$ cat src/rtl/ram_arbiter.sv
// Two-master arbiter in front of a single-outstanding RAM slave port.
// Round-robin on contention, with the grant held while a request is stalled.
//
// state | meaning
// IDLE  | no transaction outstanding; grant drives the slave request port
// BUSY  | one request accepted; response routed to owner
module ram_arbiter (
    input  logic        clk,
    input  logic        rst_n,
    input  logic [31:0] m0_addr_i,
    input  logic [31:0] m0_data_i,
    input  logic [3:0]  m0_sel_i,
    input  logic        m0_we_i,
    input  logic        m0_req_valid_i,
    output logic        m0_req_ready_o,
    output logic        m0_rsp_valid_o,
    input  logic        m0_rsp_ready_i,
    output logic [31:0] m0_data_o,
    input  logic [31:0] m1_addr_i,
    input  logic [31:0] m1_data_i,
    input  logic [3:0]  m1_sel_i,
    input  logic        m1_we_i,
    input  logic        m1_req_valid_i,
    output logic        m1_req_ready_o,
    output logic        m1_rsp_valid_o,
    input  logic        m1_rsp_ready_i,
    output logic [31:0] m1_data_o,
    output logic [31:0] s_addr_o,
    output logic [31:0] s_data_o,
    output logic [3:0]  s_sel_o,
    output logic        s_we_o,
    output logic        s_req_valid_o,
    input  logic        s_req_ready_i,
    input  logic        s_rsp_valid_i,
    output logic        s_rsp_ready_o,
    input  logic [31:0] s_data_i
);

    typedef enum logic {IDLE, BUSY} state_t;

    state_t state;
    logic   lock;
    logic   lock_m;
    logic   owner;
    logic   last_owner;
    logic   gnt;
    logic   idle;
    logic   busy;

    // Outputs are gated by rst_n so they read zero while reset is held.
    assign idle = rst_n && (state == IDLE);
    assign busy = rst_n && (state == BUSY);

    always_comb begin
        gnt = 1'b0;
        if (lock)
            gnt = lock_m;
        else if (m0_req_valid_i && !m1_req_valid_i)
            gnt = 1'b0;
        else if (m1_req_valid_i && !m0_req_valid_i)
            gnt = 1'b1;
        else if (m0_req_valid_i && m1_req_valid_i)
            gnt = ~last_owner;
    end

    always_comb begin
        s_req_valid_o  = 1'b0;
        s_addr_o       = '0;
        s_data_o       = '0;
        s_sel_o        = '0;
        s_we_o         = 1'b0;
        s_rsp_ready_o  = 1'b0;
        m0_req_ready_o = 1'b0;
        m1_req_ready_o = 1'b0;
        m0_rsp_valid_o = 1'b0;
        m1_rsp_valid_o = 1'b0;
        m0_data_o      = '0;
        m1_data_o      = '0;
        if (idle) begin
            s_req_valid_o  = gnt ? m1_req_valid_i : m0_req_valid_i;
            s_addr_o       = gnt ? m1_addr_i : m0_addr_i;
            s_data_o       = gnt ? m1_data_i : m0_data_i;
            s_sel_o        = gnt ? m1_sel_i : m0_sel_i;
            s_we_o         = gnt ? m1_we_i : m0_we_i;
            m0_req_ready_o = !gnt && s_req_ready_i;
            m1_req_ready_o = gnt && s_req_ready_i;
        end else if (busy) begin
            s_rsp_ready_o  = owner ? m1_rsp_ready_i : m0_rsp_ready_i;
            m0_rsp_valid_o = !owner && s_rsp_valid_i;
            m1_rsp_valid_o = owner && s_rsp_valid_i;
            m0_data_o      = owner ? '0 : s_data_i;
            m1_data_o      = owner ? s_data_i : '0;
        end
    end

    always_ff @(posedge clk or negedge rst_n) begin
        if (!rst_n) begin
            state      <= IDLE;
            lock       <= 1'b0;
            lock_m     <= 1'b0;
            owner      <= 1'b0;
            last_owner <= 1'b1;
        end else begin
            case (state)
                IDLE: begin
                    if (s_req_valid_o && s_req_ready_i) begin
                        owner <= gnt;
                        lock  <= 1'b0;
                        state <= BUSY;
                    end else if (s_req_valid_o) begin
                        lock   <= 1'b1;
                        lock_m <= gnt;
                    end
                end
                BUSY: begin
                    if (s_rsp_valid_i && s_rsp_ready_o) begin
                        last_owner <= owner;
                        state      <= IDLE;
                    end
                end
                default: state <= IDLE;
            endcase
        end
    end

endmodule

$ cat config.mk
export PLATFORM = sky130hd
export DESIGN_NAME = ram_arbiter
export DESIGN_NICKNAME = d
export VERILOG_FILES = /design/src/rtl/ram_arbiter.sv
export SDC_FILE = /design/constraint.sdc
export NUM_CORES = 1
export LEC_CHECK = 0
export BUFFER_PORTS_ARGS = -buffer_cell sky130_fd_sc_hd__buf_4
export CORE_AREA = 3 3 123 125
export CTS_CLUSTER_SIZE = 25
export DETAILED_ROUTE_END_ITERATION = 10
export DIE_AREA = 0 0 126 128
export SYNTH_ARGS = -nofsm -noshare
export SYNTH_HDL_FRONTEND = slang
export SYNTH_SLANG_ARGS = --single-unit
$ cat constraint.sdc
create_clock -name clk -period 2.05 [get_ports clk]
set_clock_uncertainty 0.1 [all_clocks]
set_input_delay 0.205 -clock clk [delete_from_list [all_inputs] [get_ports clk]]
set_output_delay 0.205 -clock clk [all_outputs]
set_load 0.02 [all_outputs]
==> summary.md <==
| Metric | Value |
|---|---|
| Outcome | finished, violations left |
| Failing checks | negative setup slack |
| Worst VDD drop | 0.446 mV |
| Total wire length | 11,800 µm |
| Leak | 2.82 nW |
| Mapped Area | 2310 µm² |
| Clock buffer depth | 2 |
| Final slew viol count | 0 |
| Num ports | 317 |
| Initial antenna violation count | 0 |
| Clock Latency Late Sink | 0.23 ns |
| WL per Instance | 14.0 µm |
| Die width | 126 µm |
| 1st-iter DRT viols | 59 |
| Sequential power share | 4.4% |
| Sw power | 2.36 mW |
| DP Worst Slack | 0.175 ns |
| DRT antenna net count | 0 |
| Largest net degree at the start of global routing | 51 |
| Least-Margin Pin Slew | 0.255 ns |
| CP Data Required Time | 1.75 ns |
| H-tree depth | 1 |
| Worst Hold Depth | 2 |
| Worst setup EP type | output pin |
| Final hold violations | 0 |
| Vias per cell | 4.11 |
| Area grow syn2layout | 124% |
| Mapped Avg Cell Area | 6.78 µm² |
| Rows | 43 |
| Vias in the first global route | 3,461 |
| # diodes | 0 |
| First-pass GRT wire length | 17,200 µm |
| Register area share after synthesis | 5.46% |
| Syn_nets | 519 |
| Layout cells sized above 1 | 54.9% |
| Initial DRT Pass Iterations | 4 |
| Die height | 128 µm |
| Maxcap violations | 0 |
| Cell internal pwr | 2.80 mW |
| Final setup vio count | 27 |
| Synth cell types | 29 |
| Die area | 16,100 µm² |
| Comb pwr share | 89.2% |
| Dpl cell area | 4820 µm² |
| CTS tree | done |
| Clk sink count | 5 |
| Crit path DAT | 1.81 ns |
| Worst slew margin | 83.0% |
| Clock share of power | 6.4% |
| Sw frac | 45.8% |
| Final Power | 5.15 mW |
| Final instance area | 5190 µm² |
| Core Area | 14,000 µm² |
| DR vias | 3,454 |
| Cells after synthesis | 341 |
| Minimum clock period | 2.11 ns |
| DR DRC count | 0 |
| CP Max Fanout | 11 |
| Hold Path Class | in -> reg |
| Reg2Reg Depth | 5 |
| Total track usage | 12.8% |
| Initial Util | 16.5% |
| PwrDens | 992 nW/µm² |
| Fmax | 474 MHz |
| Worst Path Class, Setup | reg -> out |
| Synth Warn # | 0 |
| Final period utilization | 103% |
| Clock-pin slew on the worst setup and hold paths | 0.03 ns |
| Nets | 840 |
| Post-detail-place hpwl | 9330 µm |
| Gr ovfl total | 0 |
| Clock root buffer | clkbuf_16 |
| I/O Buffers | 316 |
| RSZ-0062 raised after global routing | yes |
| Synthesized flop and latch total | 5 |
| RePlAce Congestion | 0.828 |
| CTS Buf Count | 3 |
| Layout Utilization | 37.1% |
| Final worst setup slack | -0.0613 ns |
| Worst setup SP type | register |
[state kept, by name (all words and copies together) (netlist names)]
register	cells
lock_m	1
owner	1
state	1
lock	1
last_owner	1
[logic make-up after synthesis]
logic type	share of synthesized area, %
muxes	31.2
buffers and inverters	15.0
AOI/OAI and AO/OA	2.76
and+or+nand+nor	45.5
DFF	5.46
[repair_timing]
item                       CTS  global route
gates resized for setup     12            17
setup buffers                2             0
hold endpoints to repair     5             0
hold buffers                 1             0
pin swaps                    2             1
gates cloned                 4             3
setup endpoints to repair   58            70
[cell usage in the layout (no fill, tap or decap), drive strengths merged, types with 2 or more instances in the layout]
cell | Yosys | layout
buf | 24 | 340
nand2 | 143 | 143
mux2i | 71 | 71
and2 | 66 | 66
clkbuf | 6 | 7
nor2 | 5 | 5
dfrtp | 4 | 4
and3 | 2 | 2
nand2b | 2 | 2
nand3b | 2 | 2
o2bb2ai | 2 | 2
bufbuf | 0 | 2
nor2b | 2 | 2
[cells in the mapped netlist, drive strengths merged]
| library cell | count | area share [%] |
|---|---|---|
| nor3b | 1 | 0.32 |
| mux2 | 1 | 0.49 |
| a211oi | 1 | 0.32 |
| and3 | 2 | 0.54 |
| nand3b | 2 | 0.65 |
| nand3 | 1 | 0.22 |
| a22oi | 1 | 0.54 |
| o2bb2ai | 2 | 0.76 |
| buf | 24 | 14 |
| nand4b | 1 | 0.38 |
| nand4 | 1 | 0.27 |
| nor2 | 5 | 0.81 |
| o21ai | 1 | 0.22 |
| nand2b | 2 | 0.54 |
| a21oi | 1 | 0.22 |
| o31ai | 1 | 0.32 |
| dfrtp | 4 | 4.3 |
| nand2 | 143 | 23 |
| dfstp | 1 | 1.1 |
| nor2b | 2 | 0.65 |
| and2 | 66 | 18 |
| mux2i | 71 | 31 |
| a2bb2oi | 1 | 0.38 |
| clkbuf | 6 | 0.97 |
[power groups by stage]
| stage | combinational [mW] | sequential [mW] | clock, mW |
|---|---|---|---|
| 2_1_floorplan | 2.69 | 0.204 | 0 |
| 3_3_place_gp | 3.94 | 0.222 | 0 |
| 3_5_place_dp | 3.95 | 0.226 | 0 |
| 4_1_cts | 4.41 | 0.226 | 0.332 |
| 5_1_grt | 4.91 | 0.235 | 0.338 |
| 6_report | 4.60 | 0.227 | 0.328 |
[metal layers]
metal | track usage (%) | share of wire (%) | vias up
met5 | 0 | 0 | -
met4 | 2.08 | 0.95 | 0
met3 | 3.88 | 10 | 9
met2 | 25.5 | 53 | 195
met1 | 13.3 | 36 | 1509
li1 | - | - | 1741
[cell type report]
type,instances,area (µm²)
Fill cell,1495,8790
Multi-Input combinational cell,306,1890
Sequential cell,5,126
Tap cell,180,225
Clock buffer,4,78.8
Timing Repair Buffer,346,2870
[per-stage QoR]
step	hold WS, ns	TNS (ns)	instances
6_report	0.0759	-0.311	841
5_1_grt	0.0879	-6.34	841
4_1_cts	0.0775	-0.0985	839
3_5_place_dp	-0.0736	0	828
3_3_place_gp	-0.0702	0	828
2_1_floorplan	-0.191	0	341
[critical path: stages (launching register included)]
cell,delay (ns)
dfstp_2,0.52
nand2_2,0.04
a22oi_2,0.15
buf_6,0.16
bufbuf_16,0.30
mux2i_2,0.23
buf_4,0.17
[worst paths after layout]
check,start,endpoint,slack [ns]
setup / recovery,last_owner$_DFFE_PN1P_,s_addr_o[25],-0.06
max in group asynchronous,rst_n,last_owner$_DFFE_PN1P_,1.28
hold / removal,s_rsp_valid_i,state$_DFF_PN0_,0.08
hold reg to reg,owner$_DFFE_PN0P_,owner$_DFFE_PN0P_,0.50
min in group asynchronous,rst_n,state$_DFF_PN0_,0.31
setup reg to reg,last_owner$_DFFE_PN1P_,lock_m$_DFFE_PN0P_,0.58
No activity file was read; power rests on OpenSTA's default activity.
